`config.mk`:
```
export PLATFORM = sky130hd
export DESIGN_NAME = cam_table_mgr
export DESIGN_NICKNAME = d
export VERILOG_FILES = /design/src/rtl/cam_table_mgr.sv
export SDC_FILE = /design/constraint.sdc
export NUM_CORES = 1
export LEC_CHECK = 0
export BUFFER_PORTS_ARGS = -buffer_cell sky130_fd_sc_hd__buf_2
export CORE_UTILIZATION = 53
export DETAILED_ROUTE_END_ITERATION = 10
export GPL_TIMING_DRIVEN = 0
export PLACE_DENSITY = 0.92
export SLEW_MARGIN = 10
export SYNTH_ARGS = -nofsm -noshare
export SYNTH_HDL_FRONTEND = slang
export SYNTH_SLANG_ARGS = --single-unit
export TNS_END_PERCENT = 5
```
`constraint.sdc`:
```
create_clock -name clk -period 8.35 [get_ports clk]
set_clock_uncertainty 0.2 [all_clocks]
set_input_delay 2.505 -clock clk [delete_from_list [all_inputs] [get_ports clk]]
set_output_delay 2.505 -clock clk [all_outputs]
set_load 0.005 [all_outputs]
```
`src/rtl/cam_table_mgr.sv`:
```
// cam_table_mgr: the command-side controller in front of a CAM instance.
// It converts lookup, insert and delete commands into CAM compare and write
// transactions. It keeps an occupancy bitmap of valid entries, allocates the
// lowest free address for each insert, and returns one response per command.
//
// Ports:
//   clk, rst            clock, asynchronous active-high reset
//   cmd_*               command channel (valid/ready); op 00 lookup,
//                       01 insert, 10 delete, 11 reserved
//   rsp_*               response channel (valid/ready); status 00 OK,
//                       01 FULL, 10 NOT_FOUND, 11 BAD_OP
//   cam_write_*, cam_select_mask, cam_compare_data
//                       drive the CAM write and compare ports
//   cam_write_busy, cam_match, cam_match_addr, cam_setup
//                       status inputs returned by the CAM
//   occupancy, full     number of valid entries and the table-full flag
module cam_table_mgr #(
  parameter int unsigned DATA_WIDTH    = 64,
  parameter int unsigned ADDR_WIDTH    = 5,
  parameter int unsigned SLICE_WIDTH   = 4,
  parameter int unsigned MATCH_LATENCY = 2,
  parameter int unsigned SLICE_COUNT   = (DATA_WIDTH + SLICE_WIDTH - 1) / SLICE_WIDTH
) (
  input  logic                   clk,
  input  logic                   rst,
  input  logic                   cmd_valid,
  output logic                   cmd_ready,
  input  logic [1:0]             cmd_op,
  input  logic [DATA_WIDTH-1:0]  cmd_key,
  input  logic [SLICE_COUNT-1:0] cmd_mask,
  output logic                   rsp_valid,
  input  logic                   rsp_ready,
  output logic                   rsp_hit,
  output logic [ADDR_WIDTH-1:0]  rsp_addr,
  output logic [1:0]             rsp_status,
  output logic [ADDR_WIDTH-1:0]  cam_write_addr,
  output logic [DATA_WIDTH-1:0]  cam_write_data,
  output logic                   cam_write_delete,
  output logic                   cam_write_enable,
  output logic [SLICE_COUNT-1:0] cam_select_mask,
  input  logic                   cam_write_busy,
  output logic [DATA_WIDTH-1:0]  cam_compare_data,
  input  logic                   cam_match,
  input  logic [ADDR_WIDTH-1:0]  cam_match_addr,
  input  logic                   cam_setup,
  output logic [ADDR_WIDTH:0]    occupancy,
  output logic                   full
);

  localparam int unsigned DEPTH = 1 << ADDR_WIDTH;

  typedef enum logic [2:0] {IDLE, LOOKUP, WRITE, WRITE_WAIT, RESP} state_t;
  typedef enum logic [1:0] {
    OP_LOOKUP = 2'b00, OP_INSERT = 2'b01, OP_DELETE = 2'b10, OP_BAD = 2'b11
  } op_t;
  typedef enum logic [1:0] {
    ST_OK = 2'b00, ST_FULL = 2'b01, ST_NOT_FOUND = 2'b10, ST_BAD_OP = 2'b11
  } status_t;

  state_t                 state, state_d;
  op_t                    op_q;
  logic [DATA_WIDTH-1:0]  key_q;
  logic [SLICE_COUNT-1:0] mask_q;
  logic [3:0]             cnt;
  logic [DEPTH-1:0]       bitmap;
  logic [ADDR_WIDTH:0]    occ;
  logic [ADDR_WIDTH-1:0]  wr_addr_q;
  logic                   wr_del_q;
  logic                   rsp_hit_q;
  logic [ADDR_WIDTH-1:0]  rsp_addr_q;
  status_t                rsp_status_q;

  logic                   cmd_fire;
  logic                   rsp_load;
  logic                   rsp_hit_d;
  logic [ADDR_WIDTH-1:0]  rsp_addr_d;
  status_t                rsp_status_d;
  logic                   wr_load;
  logic [ADDR_WIDTH-1:0]  wr_addr_d;
  logic                   wr_del_d;
  logic                   bm_set;
  logic                   bm_clr;
  logic [ADDR_WIDTH-1:0]  alloc_addr;
  logic                   alloc_found;

  // The rst term keeps cmd_ready low during reset even if cam_setup is high.
  assign rsp_valid        = (state == RESP);
  assign cmd_ready        = (state == IDLE) & cam_setup & ~rsp_valid & ~rst;
  assign cmd_fire         = cmd_valid & cmd_ready;
  assign rsp_hit          = rsp_hit_q;
  assign rsp_addr         = rsp_addr_q;
  assign rsp_status       = rsp_status_q;
  assign cam_compare_data = key_q;
  assign cam_write_data   = key_q;
  assign cam_select_mask  = mask_q;
  assign cam_write_addr   = wr_addr_q;
  assign cam_write_delete = wr_del_q;
  assign occupancy        = occ;
  assign full             = (occ == (ADDR_WIDTH + 1)'(DEPTH));

  // Lowest-index free entry.
  always_comb begin
    alloc_addr  = '0;
    alloc_found = 1'b0;
    for (int unsigned i = 0; i < DEPTH; i++) begin
      if (!alloc_found && !bitmap[ADDR_WIDTH'(i)]) begin
        alloc_addr  = ADDR_WIDTH'(i);
        alloc_found = 1'b1;
      end
    end
  end

  always_comb begin
    state_d          = state;
    rsp_load         = 1'b0;
    rsp_hit_d        = 1'b0;
    rsp_addr_d       = '0;
    rsp_status_d     = ST_OK;
    wr_load          = 1'b0;
    wr_addr_d        = '0;
    wr_del_d         = 1'b0;
    bm_set           = 1'b0;
    bm_clr           = 1'b0;
    cam_write_enable = 1'b0;
    case (state)
      IDLE: begin
        if (cmd_fire) begin
          if (op_t'(cmd_op) == OP_BAD) begin
            state_d      = RESP;
            rsp_load     = 1'b1;
            rsp_status_d = ST_BAD_OP;
          end else begin
            state_d = LOOKUP;
          end
        end
      end
      LOOKUP: begin
        if (cnt == '0) begin
          case (op_q)
            OP_INSERT: begin
              if (cam_match) begin
                state_d    = RESP;
                rsp_load   = 1'b1;
                rsp_hit_d  = 1'b1;
                rsp_addr_d = cam_match_addr;
              end else if (full || !alloc_found) begin
                state_d      = RESP;
                rsp_load     = 1'b1;
                rsp_status_d = ST_FULL;
              end else begin
                state_d   = WRITE;
                wr_load   = 1'b1;
                wr_addr_d = alloc_addr;
              end
            end
            OP_DELETE: begin
              if (cam_match) begin
                state_d   = WRITE;
                wr_load   = 1'b1;
                wr_addr_d = cam_match_addr;
                wr_del_d  = 1'b1;
              end else begin
                state_d      = RESP;
                rsp_load     = 1'b1;
                rsp_status_d = ST_NOT_FOUND;
              end
            end
            default: begin
              state_d      = RESP;
              rsp_load     = 1'b1;
              rsp_hit_d    = cam_match;
              rsp_addr_d   = cam_match ? cam_match_addr : '0;
              rsp_status_d = cam_match ? ST_OK : ST_NOT_FOUND;
            end
          endcase
        end
      end
      WRITE: begin
        if (!cam_write_busy) begin
          cam_write_enable = 1'b1;
          state_d          = WRITE_WAIT;
        end
      end
      WRITE_WAIT: begin
        if (!cam_write_busy) begin
          state_d    = RESP;
          rsp_load   = 1'b1;
          rsp_hit_d  = wr_del_q;
          rsp_addr_d = wr_addr_q;
          bm_set     = ~wr_del_q;
          bm_clr     = wr_del_q;
        end
      end
      RESP: begin
        if (rsp_ready) state_d = IDLE;
      end
      default: state_d = IDLE;
    endcase
  end

  always_ff @(posedge clk or posedge rst) begin
    if (rst) begin
      state        <= IDLE;
      op_q         <= OP_LOOKUP;
      key_q        <= '0;
      mask_q       <= '0;
      cnt          <= '0;
      bitmap       <= '0;
      occ          <= '0;
      wr_addr_q    <= '0;
      wr_del_q     <= 1'b0;
      rsp_hit_q    <= 1'b0;
      rsp_addr_q   <= '0;
      rsp_status_q <= ST_OK;
    end else begin
      state <= state_d;
      // cnt counts down the remaining compare cycles; zero means sample now.
      if (cmd_fire) begin
        op_q   <= op_t'(cmd_op);
        key_q  <= cmd_key;
        mask_q <= cmd_mask;
        cnt    <= 4'(MATCH_LATENCY - 1);
      end else if (state == LOOKUP && cnt != '0) begin
        cnt <= cnt - 1'b1;
      end
      if (wr_load) begin
        wr_addr_q <= wr_addr_d;
        wr_del_q  <= wr_del_d;
      end
      if (rsp_load) begin
        rsp_hit_q    <= rsp_hit_d;
        rsp_addr_q   <= rsp_addr_d;
        rsp_status_q <= rsp_status_d;
      end else if (state == RESP && rsp_ready) begin
        rsp_hit_q    <= 1'b0;
        rsp_addr_q   <= '0;
        rsp_status_q <= ST_OK;
      end
      // Count only real bitmap transitions so occupancy can never wrap.
      if (bm_set && !bitmap[wr_addr_q]) begin
        bitmap[wr_addr_q] <= 1'b1;
        occ               <= occ + 1'b1;
      end
      if (bm_clr && bitmap[wr_addr_q]) begin
        bitmap[wr_addr_q] <= 1'b0;
        occ               <= occ - 1'b1;
      end
    end
  end

endmodule

```
**After elaboration in Yosys (flattened, before gate mapping)**

Cells that the tools add are included.

- Mux-type cells: 134
- Reductions and logical operators: 107
- Add/subtract/negate cells: 3
- Bitwise logic cells: 10
- $lt $le $gt $ge: 2
- Equal/unequal tests: 13

Operators with widths:

| operator | number |
|---|---|
| $mux 5 | 40 |
| $mux 32 | 2 |
| $logic_not 1->1 | 63 |
| $mux 1 | 60 |
| $logic_and 1x1->1 | 36 |
| $and 32x32->32 | 1 |
| $not 32->32 | 1 |
| $or 32x32->32 | 1 |
| $mux 3 | 9 |
| $pmux 5 s2 | 2 |
| $pmux 3 s5 | 1 |
| $mux 2 | 7 |
| $mux 6 | 2 |
| $mux 4 | 2 |
| $ne 2x2->1 const B | 4 |
| $pmux 1 s2 | 4 |
| $add 6x1->6 const B | 1 |
| $eq 3x2->1 const B | 2 |
| $eq 6x6->1 const B | 1 |
| $lt 5x6->1 const B | 1 |
| $pmux 3 s2 | 1 |
| $reduce_bool 2->1 | 3 |
| $sub 6x1->6 const B | 1 |
| $bmux 1 s5 | 1 |
| 17 further kinds | 23 |

- Input bits: 94
- Flip-flop bits (word level): 141
- Logic and storage cells: 281

**Depth between registers and ports, before layout**

Gate-level depths: netlist of the first run.

- Depth in word-level cells: 101
- Depth in mapped cells: 16
- Gate-level depth less buffers: 12

**Worst setup path before layout of the first run**

No wires, ideal clock.

- Path kind: in2out
- From: input rst
- To: output cmd_ready
- Cell stages on the path: 2
- Setup slack: 2.890 ns
- Arrival: 2.755 ns
- Data required time: 5.645 ns
- Cell sequence: nor2_1 and3_1

- Longest elaborated chain between the ends: 2

Ends and longest elaborated chain:

| element | line | RTL |
|---|---|---|
| start: declaration | 25 | `input logic rst,` |
| $not 1->1 | 88 | `assign cmd_ready = (state == IDLE) & cam_setup & ~rsp_valid & ~rst;` |
| $and 1x1->1 | 88 |  |
| end: declaration | 27 | `output logic cmd_ready,` |

No other way between the ends.

**Worst setup path after layout of the first run**

- From: input cam_write_busy
- To: register occ[5], in the netlist occupancy[5]

- Longest elaborated chain between the ends: 4
- Elaborated cells on any way between the ends: 8

Ends and longest elaborated chain:

| element | line | RTL |
|---|---|---|
| start: declaration | 41 | `input logic cam_write_busy,` |
| $mux 1 | 185 | `if (!cam_write_busy) begin` |
| $mux 1 | 125 | `case (state)` |
| $logic_and 1x1->1 (on tied branches) | 244, 240 |  |
| $mux 6 or $reduce_bool 2->1 (tied branches) | - |  |
| end signal: assignment | 242 | `occ <= occ + 1'b1;` |
| end signal: assignment | 246 | `occ <= occ - 1'b1;` |
| end: declaration | 66 | `logic [ADDR_WIDTH:0] occ;` |

Several ways; a longest one is shown, not always the timed one.
A chain may end at the register's enable or synchronous reset.

==> flow_metrics.env, run 1 <==
export IMPL_status="finished, final reports clean"
export IMPL_area_growth_pct=28.19
export IMPL_htreeDepth=4
export IMPL_clock_path_buffers=2
export IMPL_die_area_um2=14830
export IMPL_vias_per_cell=5.702
export IMPL_whs_endpoint="cam_select_mask[7]"
export IMPL_diodes=0
export IMPL_ys_types=72
export IMPL_cpLargestDelayFamily="simple AND/OR/NAND/NOR gates"
export IMPL_ant_nets=0
export IMPL_drc_errors=0
export IMPL_setup_viol=0
export IMPL_critPathSlowestCell="nor4bb_1"
export IMPL_syn_nets=968
export IMPL_io_buffers=261
export IMPL_syn_avg_cell_area_um2=8.789
export IMPL_drtIter0Drc=774
export IMPL_endpoint_kind="register"
export IMPL_synth_seq_cells=141
export IMPL_fin_crit_sh_pct=72.61
export IMPL_rsz0062_at_grt="no"
export IMPL_wl_per_cell_um=18.11
export IMPL_root_buffer="clkbuf_16"
export IMPL_synth_area_um2=7602
export IMPL_power_frac_seq_pct=36.0
export IMPL_nNetsFinal=1249
export IMPL_cts_hold_buf=0
export IMPL_gp_congestion=1.026
export IMPL_fill_cells=1059
export IMPL_crit_path_max_incr_delay_ns=0.88
export IMPL_async_flop_share_pct=100.0
export IMPL_die_w_um=121.8
export IMPL_rrSetupSlack_ns=3.99
export IMPL_antenna_found_initial=0
export IMPL_p_leak_nw=5.148
export IMPL_cts_buffers=17
export IMPL_cts_tree="yes"
export IMPL_path_buf_inv=3
export IMPL_clkSlewWorstSetupHoldPaths_ns=0.06
export IMPL_hold_class="reg -> reg"
export IMPL_fmax_mhz=164.9
export IMPL_synth_edff_count=0
export IMPL_grt_usage_pct=33.25
export IMPL_layout_drive_gt1_share_pct=34.25
export IMPL_cts_resized=0
export IMPL_p_int_mw=2.016
export IMPL_r2r_end="occupancy[5]"
export IMPL_path_class="in -> reg"
export IMPL_cpMostUsedCell="buf_2"
export IMPL_grt_first_pass_wirelength_um=37490
export IMPL_dr_pass1_iters=7
export IMPL_max_cap_viol_count=0
export IMPL_synthCells=865
export IMPL_hpwl_um=17850
export IMPL_worstPathCellList="buf_2, nor4bb_1, clkbuf_1, nand2_1, nor2_2, buf_2, ha_1, a211oi_1, o21bai_1, a21oi_1, nand3_1, o21ai_0, o21ai_1"
export IMPL_tightest_slew_ns=1.042
export IMPL_swShare_pct=37.28
export IMPL_power_density_nw_per_um2=329.9
export IMPL_grt_pass1_vias=7355
export IMPL_required_ns=8.46
export IMPL_yosysTopAreaCellShare_pct=46.41
export IMPL_synth_area_top_cells="dfrtp_1, nand2_1, buf_4, a31oi_1, a21oi_1"
export IMPL_core_um2=13930
export IMPL_cp_start_kind="input port"
export IMPL_fp_dieH_um=121.8
export IMPL_wl_um=24240
export IMPL_grt_max_degree=84
export IMPL_clock_latency_ns=0.43
export IMPL_mostFrequentLayoutCell="nand2_1"
export IMPL_row_count=43
export IMPL_hold_path_startpoint="cam_select_mask[7]"
export IMPL_ir_worst_vdd_mv=0.2389
export IMPL_maxSlewViolCount=0
export IMPL_grt_ovfl_total=0
export IMPL_netSwitchingPower_mw=1.199
export IMPL_hold_ws_ns=0.2776
export IMPL_power_frac_clock_pct=22.8
export IMPL_start_util_pct=54.56
export IMPL_rr_worst_depth=12
export IMPL_final_cell_mix="nand2_1, buf_2, dfrtp_1, buf_4, a21oi_1"
export IMPL_vias=7635
export IMPL_yosysSeqAreaShare_pct=46.41
export IMPL_r2r_start="state[2]"
export IMPL_tns_ns=0
export IMPL_multiInputGateArea_um2=3254
export IMPL_postCtsSetupBuffers=0
export IMPL_crit_fanout=14
export IMPL_synth_ff_type="dfrtp_1"
export IMPL_maxSlewHeadroom_pct=29.57
export IMPL_boundaryPins=262
export IMPL_timing_critical_path_arrival_ns=6.17
export IMPL_min_path_cells=2
export IMPL_hold_viol_final=0
export IMPL_register_area_um2=3528
export IMPL_numClockSinks=141
export IMPL_ys_warnings_count=0
export IMPL_p_comb_share_pct=41.2
export IMPL_synth_largest_area_cell="dfrtp_1"
export IMPL_period_needed_ns=6.063
[worst max-delay path by stage]
| stage | start | to | slack [ns] | depth (start not counted) |
|---|---|---|---|---|
| after floorplan | rst | bitmap[0] | 1.86 | 1 |
| after CTS | cam_write_busy | occupancy[5] | 2.37 | 13 |
| after global routing | cam_write_busy | occupancy[5] | 2.03 | 13 |
| after global placement | rst | cam_compare_data[56] | 0.35 | 2 |
| final | cam_write_busy | occupancy[5] | 2.29 | 13 |
| after detailed placement | cam_write_busy | occupancy[5] | 1.94 | 13 |
[power groups by stage]
stage / logic (mW) / registers [mW] / clock network [mW]
after global placement: 1.26 / 1.14 / 0
after floorplan: 0.734 / 1.12 / 0
final: 1.32 / 1.16 / 0.734
after detailed placement: 1.31 / 1.15 / 0
after global routing: 1.46 / 1.18 / 0.766
after CTS: 1.32 / 1.15 / 0.738
[metrics by stage]
step	worst slack (ns)	cell area [um2]	instances	util (%)	total power, mW
6_report	2.287	9746	1339	69.94	3.215
3_3_place_gp	0.3512	9134	1306	65.55	2.406
2_1_floorplan	1.864	7602	865	-	1.854
3_5_place_dp	1.939	9166	1307	65.78	2.457
5_1_grt	2.029	9746	1339	69.94	3.409
4_1_cts	2.375	9746	1339	69.94	3.204
[synthesized netlist by cell type (4+ instances only)]
| cell type | number |
|---|---|
| a211oi_1 | 8 |
| a21oi_1 | 38 |
| a221oi_1 | 5 |
| a311o_1 | 4 |
| a31oi_1 | 33 |
| a41oi_1 | 14 |
| and3_1 | 7 |
| buf_2 | 9 |
| buf_4 | 65 |
| buf_6 | 6 |
| clkbuf_1 | 31 |
| dfrtp_1 | 141 |
| ha_1 | 8 |
| inv_1 | 22 |
| mux2_1 | 6 |
| mux2i_1 | 12 |
| nand2_1 | 280 |
| nand2b_1 | 5 |
| nand3_1 | 13 |
| nand4_1 | 14 |
| nor2_1 | 23 |
| nor2b_1 | 4 |
| nor3_1 | 9 |
| nor4_1 | 6 |
| o21ai_0 | 26 |
| o21ai_1 | 5 |
| xor2_1 | 4 |
[registers in the layout, indices dropped and copies added, names as in the netlist]
name	count
op_q	2
state	3
rsp_hit	1
bitmap	32
cam_compare_data	64
occupancy	6
cam_write_addr	5
cam_write_delete	1
cam_select_mask	16
cnt	4
rsp_addr	5
rsp_status	2
[tightest hold or removal path, cell delays in order, from the launching register on]
cell     delay [ns]
dfrtp_1        0.34
nand2_1        0.05
nand2_1        0.05
[cell type report]
| cell class | instances | area share, % |
|---|---|---|
| repair buffers | 262 | 13.69 |
| clock inverters | 12 | 1.155 |
| inverters | 22 | 0.8987 |
| well taps | 180 | 2.311 |
| clock buffers | 20 | 4.789 |
| multi-input cells | 590 | 33.39 |
| plain buffers | 112 | 7.562 |
| flip-flops and latches | 141 | 36.20 |
[per-layer routing]
layer  track usage (%)  share of wire (%)  vias up
met3             8.099                9.7       78
met5                 0                  0        -
met2             53.18                 48      499
met4             17.13                4.0        0
met1             41.78                 38     3591
li1                  -                  -     3467
[logic make-up (layout without fill, tap and decap cells)]
kind of cell | Yosys count | in the layout | synth area share, %
buf+inv | 134 | 428 | 10.78
simple gates | 388 | 388 | 22.40
mux | 23 | 23 | 3.506
fa+ha+maj | 9 | 9 | 1.580
compound gates | 163 | 163 | 14.52
flops | 141 | 141 | 46.41
xor+xnor | 7 | 7 | 0.8065
(Power assumes the default switching activity.)
==> run 2, diff against run 1 <==
- CORE_UTILIZATION: 53 -> 51
- PLACE_DENSITY: 0.92 -> 0.89
- clock period: 8.35 -> 5.7 ns (I/O delays scaled with it)
==> run 2 against run 1 <==
Final cell count increased by 0.30%. Sequential share of layout area fell by 0.10 points. Critical path depth stayed put. Global-route usage decreased by 3.3 points. Register-to-register slack worse by 2.5 ns. Die area up 3.9%. Combinational power grew 47%. Design area up 0.28%. Worst setup slack worse by 1.7 ns. Core utilization fell by 2.7 points. Via count is 0.76% lower. First-iteration DRC count down 9.9%. Critical path type unchanged. Highest routed layer is now met5.
==> flow_metrics.env, run 2 (same netlist as run 1, synthesis figures left out) <==
export IMPL_htreeDepth=4
export IMPL_start_util_pct=52.31
export IMPL_cpMostUsedCell="buf_2"
export IMPL_crit_path_max_incr_delay_ns=0.73
export IMPL_vias=7577
export IMPL_path_class="in -> reg"
export IMPL_clock_path_buffers=2
export IMPL_clock_latency_ns=0.42
export IMPL_fin_util_pct=67.24
export IMPL_diodes=0
export IMPL_timing_critical_path_arrival_ns=5.22
export IMPL_row_count=44
export IMPL_rr_worst_depth=12
export IMPL_die_w_um=124.1
export IMPL_cts_resized=0
export IMPL_tightest_slew_ns=0.8394
export IMPL_io_buffers=261
export IMPL_nNetsFinal=1249
export IMPL_numClockSinks=141
export IMPL_grt_first_pass_wirelength_um=35160
export IMPL_endpoint_kind="register"
export IMPL_vias_per_cell=5.642
export IMPL_cts_buffers=17
export IMPL_fp_dieH_um=124.1
export IMPL_final_cell_mix="nand2_1, buf_2, dfrtp_1, buf_4, a21oi_1"
export IMPL_grt_max_degree=84
export IMPL_dr_pass1_iters=5
export IMPL_maxSlewHeadroom_pct=43.28
export IMPL_fill_cells=1141
export IMPL_boundaryPins=262
export IMPL_clkSlewWorstSetupHoldPaths_ns=0.06
export IMPL_hpwl_um=16870
export IMPL_crit_fanout=14
export IMPL_cp_start_kind="input port"
export IMPL_hold_class="reg -> reg"
export IMPL_ir_worst_vdd_mv=0.3054
export IMPL_r2r_end="occupancy[5]"
export IMPL_drtIter0Drc=697
export IMPL_cts_hold_buf=0
export IMPL_period_needed_ns=5.115
export IMPL_worstPathCellList="buf_2, nor4bb_1, clkbuf_1, nand2_1, nor2_2, buf_2, ha_1, a211oi_1, o21bai_1, a21oi_1, nand3_1, o21ai_0, o21ai_1"
export IMPL_max_cap_viol_count=0
export IMPL_total_power_mw=4.748
export IMPL_rrSetupSlack_ns=1.53
export IMPL_grt_pass1_vias=7074
export IMPL_cp_endpoint="occupancy[5]"
export IMPL_grt_usage_pct=29.92
export IMPL_p_leak_nw=5.168
export IMPL_postCtsSetupBuffers=0
export IMPL_mostFrequentLayoutCell="nand2_1"
export IMPL_die_area_um2=15400
export IMPL_ant_nets=0
export IMPL_fmax_mhz=195.5
export IMPL_r2r_start="state[2]"
export IMPL_fin_crit_sh_pct=89.74
export IMPL_critPathSlowestCell="nor4bb_1"
export IMPL_rsz0062_at_grt="no"
export IMPL_crit_start="cam_write_busy"
export IMPL_wl_um=23320
export IMPL_hold_viol_final=0
export IMPL_maxSlewViolCount=0
export IMPL_layout_drive_gt1_share_pct=33.99
export IMPL_antenna_found_initial=1
export IMPL_drc_errors=0
export IMPL_required_ns=5.80
export IMPL_tns_ns=0
export IMPL_gp_congestion=0.9367
export IMPL_core_um2=14530
export IMPL_status="finished, final reports clean"
export IMPL_setup_viol=0
export IMPL_root_buffer="clkbuf_16"
export IMPL_power_density_nw_per_um2=485.8
export IMPL_wl_per_cell_um=17.36
export IMPL_cts_tree="yes"
export IMPL_area_growth_pct=28.55
export IMPL_grt_ovfl_total=0
export IMPL_largest_reg_flops=64
run 2: how the worst min path moves through the flow:
stage                            start            endpoint  slack [ns]  depth (start not counted)
floorplan           cam_select_mask[0]  cam_select_mask[0]        0.27                          2
global placement    cam_select_mask[0]  cam_select_mask[0]        0.25                          2
detailed placement  cam_select_mask[3]  cam_select_mask[3]        0.26                          2
CTS                 cam_select_mask[6]  cam_select_mask[6]        0.28                          2
global route        cam_select_mask[6]  cam_select_mask[6]        0.30                          2
finish              cam_select_mask[6]  cam_select_mask[6]        0.28                          2
run 2: layout make-up:
cell class,instances,area [um2],share of cell area (%)
Buffer,112,737.0,7.541
Sequential cell,141,3528,36.10
Clock inverter,10,137.6,1.408
Tap cell,184,230.2,2.356
Timing Repair Buffer,262,1334,13.65
Clock buffer,22,464.2,4.750
Multi-Input combinational cell,590,3254,33.30
Inverter,22,87.58,0.8962
run 2: power by group:
part / internal, mW / leakage (nW) / switching, mW / total (mW)
Sequential: 1.36 / 1.82 / 0.323 / 1.68
Clock: 0.711 / 0.290 / 0.422 / 1.13
Combinational: 0.961 / 3.05 / 0.974 / 1.94
run 2: stage by stage:
stage	std cells	hold WS [ns]	setup slack (ns)	cell area, um2
floorplan	865	0.2697	0.008780	7602
global placement	1310	0.2541	-1.507	9139
detailed placement	1311	0.2626	0.2830	9171
CTS	1343	0.2810	0.6830	9773
global route	1343	0.3047	0.3961	9773
finish	1343	0.2764	0.5851	9773
run 2: worst max-delay path, delay by kind of cell:
kind                     cells  cell delay, ns
adder cells (fa/ha/maj)      1            0.30
AO/OA/AOI/OAI                5            0.85
buffers and inverters        3            0.97
AND/OR/NAND/NOR              4            1.36
run 2: per-layer routing:
metal  routed length (um)  vias to the layer above  global-route usage (%)
li1                     -                     3468                       -
met1                 8881                     3588                   37.15
met2                11240                      443                   47.69
met3                 2494                       76                   9.203
met4                  691                        2                   13.69
met5                    8                        -                       0
==> run 3, diff against run 2 <==
- MAX_ROUTING_LAYER: unset -> met4
==> run 3 against run 2 <==
Sequential power about the same. Routed wire length down 1.9%. Core utilization down 0.16 points. Clock power down 4%. Highest routed layer is now met4.
==> flow_metrics.env, run 3 (same netlist as run 1, synthesis figures left out) <==
export IMPL_hold_class="reg -> reg"
export IMPL_drtIter0Drc=648
export IMPL_fin_util_pct=67.09
export IMPL_tightest_slew_ns=1.074
export IMPL_numClockSinks=141
export IMPL_layout_cells_non_filler=1344
export IMPL_drc_errors=0
export IMPL_cp_start_kind="input port"
export IMPL_io_buffers=261
export IMPL_final_cell_mix="nand2_1, buf_2, dfrtp_1, buf_4, a21oi_1"
export IMPL_cts_buffers=17
export IMPL_mostFrequentLayoutCell="nand2_1"
export IMPL_cts_tree="yes"
export IMPL_postCtsSetupBuffers=0
export IMPL_grt_first_pass_wirelength_um=34160
export IMPL_r2r_start="state[2]"
export IMPL_clock_latency_ns=0.41
export IMPL_fin_ws_ns=0.4567
export IMPL_root_buffer="clkbuf_16"
export IMPL_htreeDepth=4
export IMPL_rrSetupSlack_ns=1.40
export IMPL_area_growth_pct=28.26
export IMPL_start_util_pct=52.31
export IMPL_grt_usage_pct=30.03
export IMPL_placed_cells=1311
export IMPL_hpwl_um=17000
export IMPL_p_leak_nw=5.158
export IMPL_cp_endpoint="occupancy[5]"
export IMPL_core_um2=14530
export IMPL_boundaryPins=262
export IMPL_hold_viol_final=0
export IMPL_required_ns=5.79
export IMPL_endpoint_kind="register"
export IMPL_wl_um=22890
export IMPL_dp_slack_ns=0.1746
export IMPL_crit_start="cam_write_busy"
export IMPL_timing_critical_path_arrival_ns=5.34
export IMPL_layout_drive_gt1_share_pct=33.99
export IMPL_power_density_nw_per_um2=478.9
export IMPL_rr_worst_depth=12
export IMPL_fin_crit_sh_pct=91.99
export IMPL_tns_ns=0
export IMPL_cts_hold_buf=0
export IMPL_r2r_end="occupancy[5]"
export IMPL_fmax_mhz=190.7
export IMPL_grt_max_degree=83
export IMPL_wl_per_cell_um=17.03
export IMPL_path_class="in -> reg"
export IMPL_crit_fanout=14
export IMPL_die_w_um=124.1
export IMPL_fp_dieH_um=124.1
export IMPL_setup_viol=0
export IMPL_antenna_found_initial=0
export IMPL_maxSlewViolCount=0
export IMPL_grt_ovfl_total=0
export IMPL_row_count=44
export IMPL_register_area_um2=3528
export IMPL_ant_nets=0
export IMPL_largest_reg_flops=64
export IMPL_status="finished, final reports clean"
export IMPL_die_area_um2=15400
export IMPL_nNetsFinal=1249
export IMPL_grt_pass1_vias=6846
export IMPL_max_cap_viol_count=0
export IMPL_multiInputGateArea_um2=3254
export IMPL_cts_resized=0
export IMPL_maxSlewHeadroom_pct=27.41
export IMPL_ir_worst_vdd_mv=0.3434
export IMPL_vias=7542
export IMPL_rsz0062_at_grt="no"
export IMPL_period_needed_ns=5.243
export IMPL_gp_congestion=0.9122
export IMPL_dr_pass1_iters=7
export IMPL_vias_per_cell=5.612
export IMPL_clock_path_buffers=2
export IMPL_hold_path_startpoint="cam_select_mask[1]"
export IMPL_clkSlewWorstSetupHoldPaths_ns=0.06
export IMPL_fill_cells=1146
run 3: worst min path at each step:
| stage | depth (start not counted) | end | slack (ns) |
|---|---|---|---|
| 2_1_floorplan | 2 | cam_select_mask[0] | 0.27 |
| 3_3_place_gp | 2 | cam_select_mask[0] | 0.25 |
| 3_5_place_dp | 2 | cam_select_mask[6] | 0.26 |
| 4_1_cts | 2 | cam_select_mask[6] | 0.28 |
| 5_1_grt | 2 | cam_select_mask[6] | 0.29 |
| 6_report | 2 | cam_select_mask[1] | 0.28 |
run 3: cell type report:
cell class / count / share of cell area (%)
antenna: 1 / 0.02566
buffer: 112 / 7.558
clock buffer: 22 / 4.761
clock inverter: 10 / 1.155
inverter: 22 / 0.8982
multi-input combinational: 590 / 33.38
sequential: 141 / 36.19
tap: 184 / 2.361
timing repair buffer: 262 / 13.68
run 3: critical path, stage by stage:
cell and delay (ns):
buf_2 0.13, nor4bb_1 0.90, clkbuf_1 0.52, nand2_1 0.20, nor2_2 0.27, buf_2 0.34, ha_1 0.30, a211oi_1 0.23
o21bai_1 0.12, a21oi_1 0.20, nand3_1 0.12, o21ai_0 0.19, o21ai_1 0.08
run 3: where the power goes:
| part | switching [mW] | leakage [nW] | internal (mW) |
|---|---|---|---|
| sequential | 0.319 | 1.82 | 1.36 |
| combinational | 0.952 | 3.05 | 0.961 |
| clock | 0.416 | 0.280 | 0.666 |
| total | 1.69 | 5.16 | 2.98 |
run 3: per-layer routing:
layer / up-vias / global-route usage [%] / share of wire [%]
li1: 3477 / - / -
met1: 3585 / 38.79 / 40
met2: 431 / 46.96 / 49
met3: 49 / 6.090 / 9.4
met4: 0 / 10.64 / 1.9
met5: - / - / 0
run 3: stage by stage:
step	hold slack, ns	power (mW)	instance area [um2]
finish	0.2776	4.670	9751
CTS	0.2781	4.666	9748
global route	0.2862	4.993	9748
detailed placement	0.2598	3.568	9171
floorplan	0.2697	2.716	7602
global placement	0.2542	3.503	9139
